`src/rtl/cu_pipe.sv`:
```
// cu_pipe: pipelined RV32I-subset control unit (decode, ID/EX-EX/MEM-MEM/WB control, hazard stall/flush, multi-cycle MUL wait)
module cu_pipe #(
  parameter int REG_ADDR_W = 5,
  parameter int MC_LAT     = 4
) (
  input  logic                  clk_i,
  input  logic                  rst_n_i,
  input  logic                  valid_i,
  input  logic [6:0]            opcode_i,
  input  logic [2:0]            funct3_i,
  input  logic [6:0]            funct7_i,
  input  logic [REG_ADDR_W-1:0] rs1_i,
  input  logic [REG_ADDR_W-1:0] rs2_i,
  input  logic [REG_ADDR_W-1:0] rd_i,
  input  logic                  branch_taken_i,
  output logic [3:0]            ex_alu_op_o,
  output logic                  ex_alusrc_o,
  output logic                  ex_opa_pc_o,
  output logic                  ex_branch_o,
  output logic                  ex_jump_o,
  output logic                  mem_read_o,
  output logic                  mem_write_o,
  output logic                  wb_we_o,
  output logic [1:0]            wb_src_o,
  output logic [REG_ADDR_W-1:0] wb_rd_o,
  output logic                  stall_o,
  output logic                  flush_o,
  output logic                  busy_o,
  output logic                  illegal_o
);
  localparam int CW       = MC_LAT > 2 ? $clog2(MC_LAT) : 1;
  localparam int CNT_INIT = MC_LAT > 1 ? MC_LAT - 2 : 0;
  typedef struct packed {
    logic [3:0]            alu_op;
    logic                  alusrc;
    logic                  opa_pc;
    logic                  branch;
    logic                  jump;
    logic                  mem_read;
    logic                  mem_write;
    logic                  we;
    logic [1:0]            wb_src;
    logic [REG_ADDR_W-1:0] rd;
  } ctl_t;
  typedef enum logic {RUN, MC_WAIT} state_t;
  ctl_t          dec, idex_q, idex_d, exmem_q, exmem_d, memwb_q, memwb_d;
  state_t        state_q, state_d;
  logic [CW-1:0] cnt_q, cnt_d;
  logic          illegal_q, illegal_d;
  logic          use1, use2, ill, load_use, flush, wait_st;
  logic [3:0]    r_op;
  always_comb begin
    r_op = funct7_i == 7'b0000001 ? 4'd10 :
           funct3_i == 3'b000     ? (funct7_i[5] ? 4'd1 : 4'd0) :
           funct3_i == 3'b001     ? 4'd6 :
           funct3_i[2:1] == 2'b01 ? 4'd5 :
           funct3_i == 3'b100     ? 4'd4 :
           funct3_i == 3'b101     ? (funct7_i[5] ? 4'd8 : 4'd7) :
           funct3_i == 3'b110     ? 4'd3 : 4'd2;
    dec  = '0;
    use1 = 1'b0;
    use2 = 1'b0;
    ill  = 1'b0;
    if (valid_i) begin
      case (opcode_i)
        7'b0110011: begin dec.alu_op = r_op; dec.we = 1'b1; use1 = 1'b1; use2 = 1'b1; end
        7'b0010011: begin dec.alusrc = 1'b1; dec.we = 1'b1; use1 = 1'b1; end
        7'b0110111: begin dec.alu_op = 4'd9; dec.alusrc = 1'b1; dec.we = 1'b1; end
        7'b0010111: begin dec.opa_pc = 1'b1; dec.alusrc = 1'b1; dec.we = 1'b1; end
        7'b1100011: begin dec.alu_op = 4'd1; dec.branch = 1'b1; use1 = 1'b1; use2 = 1'b1; end
        7'b1101111: begin dec.jump = 1'b1; dec.opa_pc = 1'b1; dec.we = 1'b1; dec.wb_src = 2'd2; end
        7'b1100111: begin dec.jump = 1'b1; dec.alusrc = 1'b1; dec.we = 1'b1; dec.wb_src = 2'd2; use1 = 1'b1; end
        7'b0000011: begin dec.alusrc = 1'b1; dec.mem_read = 1'b1; dec.we = 1'b1; dec.wb_src = 2'd1; use1 = 1'b1; end
        7'b0100011: begin dec.alusrc = 1'b1; dec.mem_write = 1'b1; use1 = 1'b1; use2 = 1'b1; end
        default:    ill = 1'b1;
      endcase
    end
    dec.we = dec.we && rd_i != '0;
    dec.rd = dec.we ? rd_i : '0;
  end
  always_comb begin
    wait_st   = state_q == MC_WAIT;
    flush     = branch_taken_i && (idex_q.branch || idex_q.jump);
    load_use  = !wait_st && idex_q.mem_read && idex_q.rd != '0 &&
                ((use1 && rs1_i == idex_q.rd) || (use2 && rs2_i == idex_q.rd));
    stall_o   = !flush && (wait_st || load_use);
    flush_o   = flush;
    busy_o    = wait_st;
    idex_d    = flush ? '0 : wait_st ? idex_q : load_use ? '0 : dec;
    exmem_d   = wait_st ? '0 : idex_q;
    memwb_d   = exmem_q;
    illegal_d = ill && !stall_o && !flush;
  end
  always_comb begin
    state_d = state_q;
    cnt_d   = cnt_q;
    if (wait_st) begin
      state_d = cnt_q == '0 ? RUN : MC_WAIT;
      cnt_d   = cnt_q == '0 ? cnt_q : cnt_q - CW'(1);
    end else if (MC_LAT > 1 && idex_d.alu_op == 4'd10) begin
      state_d = MC_WAIT;
      cnt_d   = CW'(CNT_INIT);
    end
  end
  always_ff @(posedge clk_i) begin
    if (!rst_n_i) begin
      idex_q    <= '0;
      exmem_q   <= '0;
      memwb_q   <= '0;
      state_q   <= RUN;
      cnt_q     <= '0;
      illegal_q <= 1'b0;
    end else begin
      idex_q    <= idex_d;
      exmem_q   <= exmem_d;
      memwb_q   <= memwb_d;
      state_q   <= state_d;
      cnt_q     <= cnt_d;
      illegal_q <= illegal_d;
    end
  end
  assign ex_alu_op_o = idex_q.alu_op;
  assign ex_alusrc_o = idex_q.alusrc;
  assign ex_opa_pc_o = idex_q.opa_pc;
  assign ex_branch_o = idex_q.branch;
  assign ex_jump_o   = idex_q.jump;
  assign mem_read_o  = exmem_q.mem_read;
  assign mem_write_o = exmem_q.mem_write;
  assign wb_we_o     = memwb_q.we;
  assign wb_src_o    = memwb_q.wb_src;
  assign wb_rd_o     = memwb_q.rd;
  assign illegal_o   = illegal_q;
endmodule

```
`config.mk`:
```
export PLATFORM = sky130hd
export DESIGN_NAME = cu_pipe
export DESIGN_NICKNAME = d
export VERILOG_FILES = /design/src/rtl/cu_pipe.sv
export SDC_FILE = /design/constraint.sdc
export NUM_CORES = 1
export LEC_CHECK = 0
export CAP_MARGIN = 20
export CORE_ASPECT_RATIO = 0.7
export CORE_MARGIN = 2
export CORE_UTILIZATION = 49
export DETAILED_ROUTE_END_ITERATION = 12
export GPL_ROUTABILITY_DRIVEN = 0
export PLACE_DENSITY = 0.84
export SLEW_MARGIN = 0
export SYNTH_ARGS = -nofsm -noshare
export SYNTH_HDL_FRONTEND = slang
export SYNTH_SLANG_ARGS = --single-unit
```
`constraint.sdc`:
```
create_clock -name clk_i -period 4.79 [get_ports clk_i]
set_input_delay 0.958 -clock clk_i [delete_from_list [all_inputs] [get_ports clk_i]]
set_output_delay 0.958 -clock clk_i [all_outputs]
set_load 0.05 [all_outputs]
```
-- After elaboration in Yosys (flattened, before gate mapping)
Index checks and enable logic that the tools add are counted.
- $add $sub $neg: 1
- equality and inequality tests: 19
- muxes and demuxes: 35
- bitwise gates (word level): 1
- reduce and logical (&&, ||, !) cells: 31
- operators with widths (kind ; number):
    two-way mux 18 bit ; 3
    two-way mux 4 bit ; 7
    equality test 7 x 6 -> 1 bit (second input constant) ; 3
    equality test 7 bit (second input constant) ; 3
    two-way mux 1 bit ; 18
    equality test 7 x 5 -> 1 bit (second input constant) ; 2
    two-way mux 13 bit ; 1
    case mux 4 bit (3 select lines) ; 1
    OR reduction 6 bit ; 2
    equality test 5 bit ; 2
    logical AND 1 bit ; 10
    nonzero test 5 bit ; 2
    equality test 3 bit (second input constant) ; 3
    OR reduction 9 bit ; 1
    OR reduction 2 bit ; 4
    equality test 7 x 1 -> 1 bit (second input constant) ; 1
    equality test 7 x 2 -> 1 bit (second input constant) ; 1
    OR reduction 7 bit ; 1
    two-way mux 2 bit ; 3
    two-way mux 5 bit ; 1
    equality test 4 bit (second input constant) ; 1
    case mux 2 bit (2 select lines) ; 1
    equality test 3 x 1 -> 1 bit (second input constant) ; 1
    logical NOT 1 bit ; 3
    10 further kinds ; 12
- flip-flop bits (word level): 40
- input port bits: 36
- word-level logic and storage cells: 108

-- Longest topological paths before layout
- depth in word-level cells: 18
- gate-level depth with buffers: 9

-- Worst setup path before layout
OpenSTA, ideal clock, no wires.
- kind: input to output
- start point: in rs1_i[3]
- end point: out stall_o
- data arrival time: 2.541 ns
- required time: 3.832 ns
- path slack: 1.291 ns
- cell stages on the path: 5
- buffers on the path: 0
- path through: xor2_1 -> or4_4 -> o22ai_2 -> a21oi_1 -> nor2_1
- longest elaborated chain between the ends: 6
- ends and longest elaborated chain (element ; line ; source):
    start, declared ; 12 ; input logic [REG_ADDR_W-1:0] rs1_i,
    equality test 5 bit ; 85 ; ((use1 && rs1_i == idex_q.rd) || (use2 && rs2_i == idex_q.rd));
    logical AND 1 bit ; 85 ;
    logical OR 1 bit ; 85 ;
    logical AND 1 bit ; 84 ; load_use = !wait_st && idex_q.mem_read && idex_q.rd != '0 &&
    logical OR 1 bit ; 86 ; stall_o = !flush && (wait_st || load_use);
    logical AND 1 bit ; 86 ;
    end, declared ; 26 ; output logic stall_o,
Every way passes these cells.

-- Worst setup path after layout
- start point: in opcode_i[6]
- end point: out stall_o
- longest elaborated chain between the ends: 9
- ends and longest elaborated chain (element ; line ; source):
    start, declared ; 9 ; input logic [6:0] opcode_i,
    equality test 7 x 2 -> 1 bit (tied with other cells) ; 65 ; case (opcode_i)
    OR reduction 6 bit (no source line) or OR reduction 3 bit (tied branches) ; - ;
    two-way mux 1 bit ; 65 ;
    two-way mux 1 bit ; 64 ; if (valid_i) begin
    logical AND 1 bit ; 85 ;
    logical OR 1 bit (*) ; 85 ;
    logical AND 1 bit (*) ; 84 ;
    logical OR 1 bit (*) ; 86 ;
    logical AND 1 bit (*) ; 86 ;
Mark *: on every way between the ends. The rest lies on a longest branch, timed or not.

==> impl_metrics.ini <==
[drt]
drc = 0
vias = 1602
first_pass_iters = 4
viasPerCell = 5.41
drt_iter0_drc = 110
wl_per_cell_microns = 13.9
drt-total-wl_microns = 4120
drtAntennaViolNets = 0

[worst_setup_path]
critPathMaxFanout = 9
rr_worst_depth = 6
cp.required_ns = 3.83
worstPathArrival_ns = 3.33
start_kind = primary input
worst-path-buf-inv = 2
cpPeakStageDelay_ns = 0.80
cp_slowest_cell = clkdlybuf4s50_1
crit_type = in2out
cp_top_family = buffers and inverters
rrSetupSlack_ns = 2.52
crit_chain = clkdlybuf4s50_1, and3b_1, o211ai_1, o22ai_2, a21oi_1, nor2_1, clkdlybuf4s50_1
r2r_end = idex_q[2]
r2r-start = idex_q[1]
crit_path_frequent_cell = clkdlybuf4s50_1
critPathCaptureType = output pin

[yosys]
netlist.area_leader.share_pct = 42.6
ys_seq_area_share_pct = 42.6
yosysWarnings = 0
netlist-cell-type-count = 43
synthCells = 196
synth-edff-count = 0
synth_top_area_cell = dfxtp_1
synth_area_leaders = dfxtp_1 (43%), and2_1 (6.0%), a22o_1 (5.4%)
synth_fp_nets = 233
async_reset_ff_share_pct = 0
synth_ff_type = dfxtp_1
synth.avg_cell_area_sq_um = 9.10
synth_seq_cells = 38
syn_area_sq_mm = 0.00178

[clock_network]
cts_root_buf = clkbuf_8
clk_latency_ns = 0.28
clockBufferDepth = 2
clock_sinks = 38
numCtsBuffers = 5
cts_setup_buffers = 0
cts.clk_slew.worst_paths_ns = 0.06
htree_levels = 2
cts_hold_buf = 0
cts_resized = 0
cts_tree = done

[timing]
tightestPinTransition_ns = 0.655
setup_violations = 0
finalCritPeriodShare_pct = 89.6
fin_skew_ns = 0.00759
fin_hold_ws_ns = 0.433
slew_headroom_pct = 56.3
fin_crit_ns = 4.29
setup_tns_ns = 0
max_freq_mhz = 233
maxSlewViolCount = 0
hold_viol = 0
rsz0062_at_grt = false

[floorplan]
coreArea_sq_mm = 0.00351
rows = 18
dieArea_sq_mm = 0.00415
die_x_microns = 76.1
start_util_pct = 50.8
ios = 58
fp.dieH_microns = 54.5

[hold_path]
worstHoldStart = exmem_q[1]
hold_end = wb_rd_o[1]
worst_hold_path_type = reg2reg
min_path_cells = 1

[finish]
antenna_cells = 0
finish.net_count = 283
fill_cells = 313
layout-drive-gt1-share_pct = 5.69
finish.utilization_pct = 69.6
syn_to_final_growth_pct = 37.1

[global_routing]
grt_overflow = 0
grt_pass1_vias = 1303
grt_max_degree = 18
antenna_found_initial = 0
grt_pass1_wl_microns = 6390
grt.total_usage_pct = 20.1

[place]
hpwl_microns = 2980
portBuffers = 57

[status]
status = complete, no violations

[job]
drv_cap = 0

[pwr]
p_leak_nw = 0.943
peakVddDrop_v = 0.000190
p_per_area_mw_per_mm2 = 272
==> logic make-up (layout without fill, tap and decap cells) <==
kind of cell	count (synthesis)	count (layout)	synth area share [%]
simple gates	85	85	27.4
compound gates	41	41	17.7
flops	38	38	42.6
buf+inv	20	70	6.17
xor+xnor	11	11	5.40
fa+ha+maj	1	1	0.701
==> worst max-delay path by stage <==
| stage | cells after the start | slack (ns) | end | start |
|---|---|---|---|---|
| 2_1_floorplan | 5 | 1.29 | stall_o | rs1_i[3] |
| 3_3_place_gp | 7 | 0.53 | stall_o | rs1_i[3] |
| 3_5_place_dp | 7 | 0.52 | stall_o | rs1_i[3] |
| 4_1_cts | 7 | 0.52 | stall_o | rs1_i[3] |
| 5_1_grt | 7 | 0.42 | stall_o | opcode_i[2] |
| 6_report | 7 | 0.50 | stall_o | opcode_i[6] |
==> cell type report <==
cell class	count	area [sq um]	area share, %
inverter	5	18.8	0.767
tap	50	62.6	2.56
multi-input combinational	138	913	37.3
clock buffer	6	82.6	3.38
clock inverter	1	30.0	1.23
timing repair buffer	58	578	23.6
sequential	38	761	31.1
==> placed cells by master, fill, tap and decap left out, types with 3 or more instances in the layout <==
master,netlist,routed
and3_1,4,4
clkbuf_8,0,6
nor2b_1,7,7
dfxtp_1,38,38
nor2_1,7,7
o21ai_0,4,4
inv_1,5,5
a32o_1,6,6
nand2_1,20,20
a31oi_1,4,4
xnor2_1,7,7
a21oi_1,6,6
and2_1,17,17
xor2_1,4,4
nor3_1,4,4
a22o_1,11,11
clkdlybuf4s50_1,0,57
nand4_1,3,3
nor4_1,4,4
nand3_1,6,6
==> cell usage after synthesis (all sizes together), types with 5 or more instances <==
library cell,n
inv,5
dfxtp,38
nand2,20
nor2b,7
and2,17
clkbuf,5
nor2,8
buf,10
xnor2,7
a22o,11
nand3,6
a21oi,7
a32o,6
o21ai,5
==> metrics by stage <==
stage / std cells / power (W) / setup WS (ns) / instance area [sq um]
2_1_floorplan: 196 / 0.000360 / 1.29 / 1780
3_3_place_gp: 289 / 0.000397 / 0.527 / 2330
3_5_place_dp: 289 / 0.000398 / 0.520 / 2330
4_1_cts: 296 / 0.000667 / 0.515 / 2450
5_1_grt: 296 / 0.000687 / 0.416 / 2450
6_report: 296 / 0.000666 / 0.498 / 2450
==> report_power, final <==
group	internal [W]	switching [W]	leakage, nW	total (W)
logic	0.0000403	0.0000336	0.579	0.0000739
clock network	0.000167	0.000108	0.0573	0.000274
registers	0.000317	0.000000859	0.306	0.000318
==> registers in the layout, indices dropped and copies added, names as in the netlist <==
register and count:
ex_alu_op_o 4, illegal_o 1, wb_rd_o 5, ex_opa_pc_o 1, ex_jump_o 1, wb_src_o 2, exmem_q 8, wb_we_o 1
mem_write_o 1, cnt_q 2, ex_alusrc_o 1, idex_q 9, busy_o 1, ex_branch_o 1
==> worst reg2reg max path, delay by kind of cell, from the launching register on <==
kind	cells	cell delay (ns)
AOI/OAI and AO/OA	3	0.84
and+or+nand+nor	3	1.00
DFF	1	0.38
==> per-layer routing <==
layer | track usage (%) | vias to the layer above | wire length [microns]
met1 | 28.2 | 727 | 2000
li1 | - | 792 | -
met2 | 32.1 | 76 | 1750
met3 | 4.13 | 7 | 340
met5 | 0 | - | 0
met4 | 5.45 | 0 | 35
Note: power is estimated with default switching activity, not from simulation.
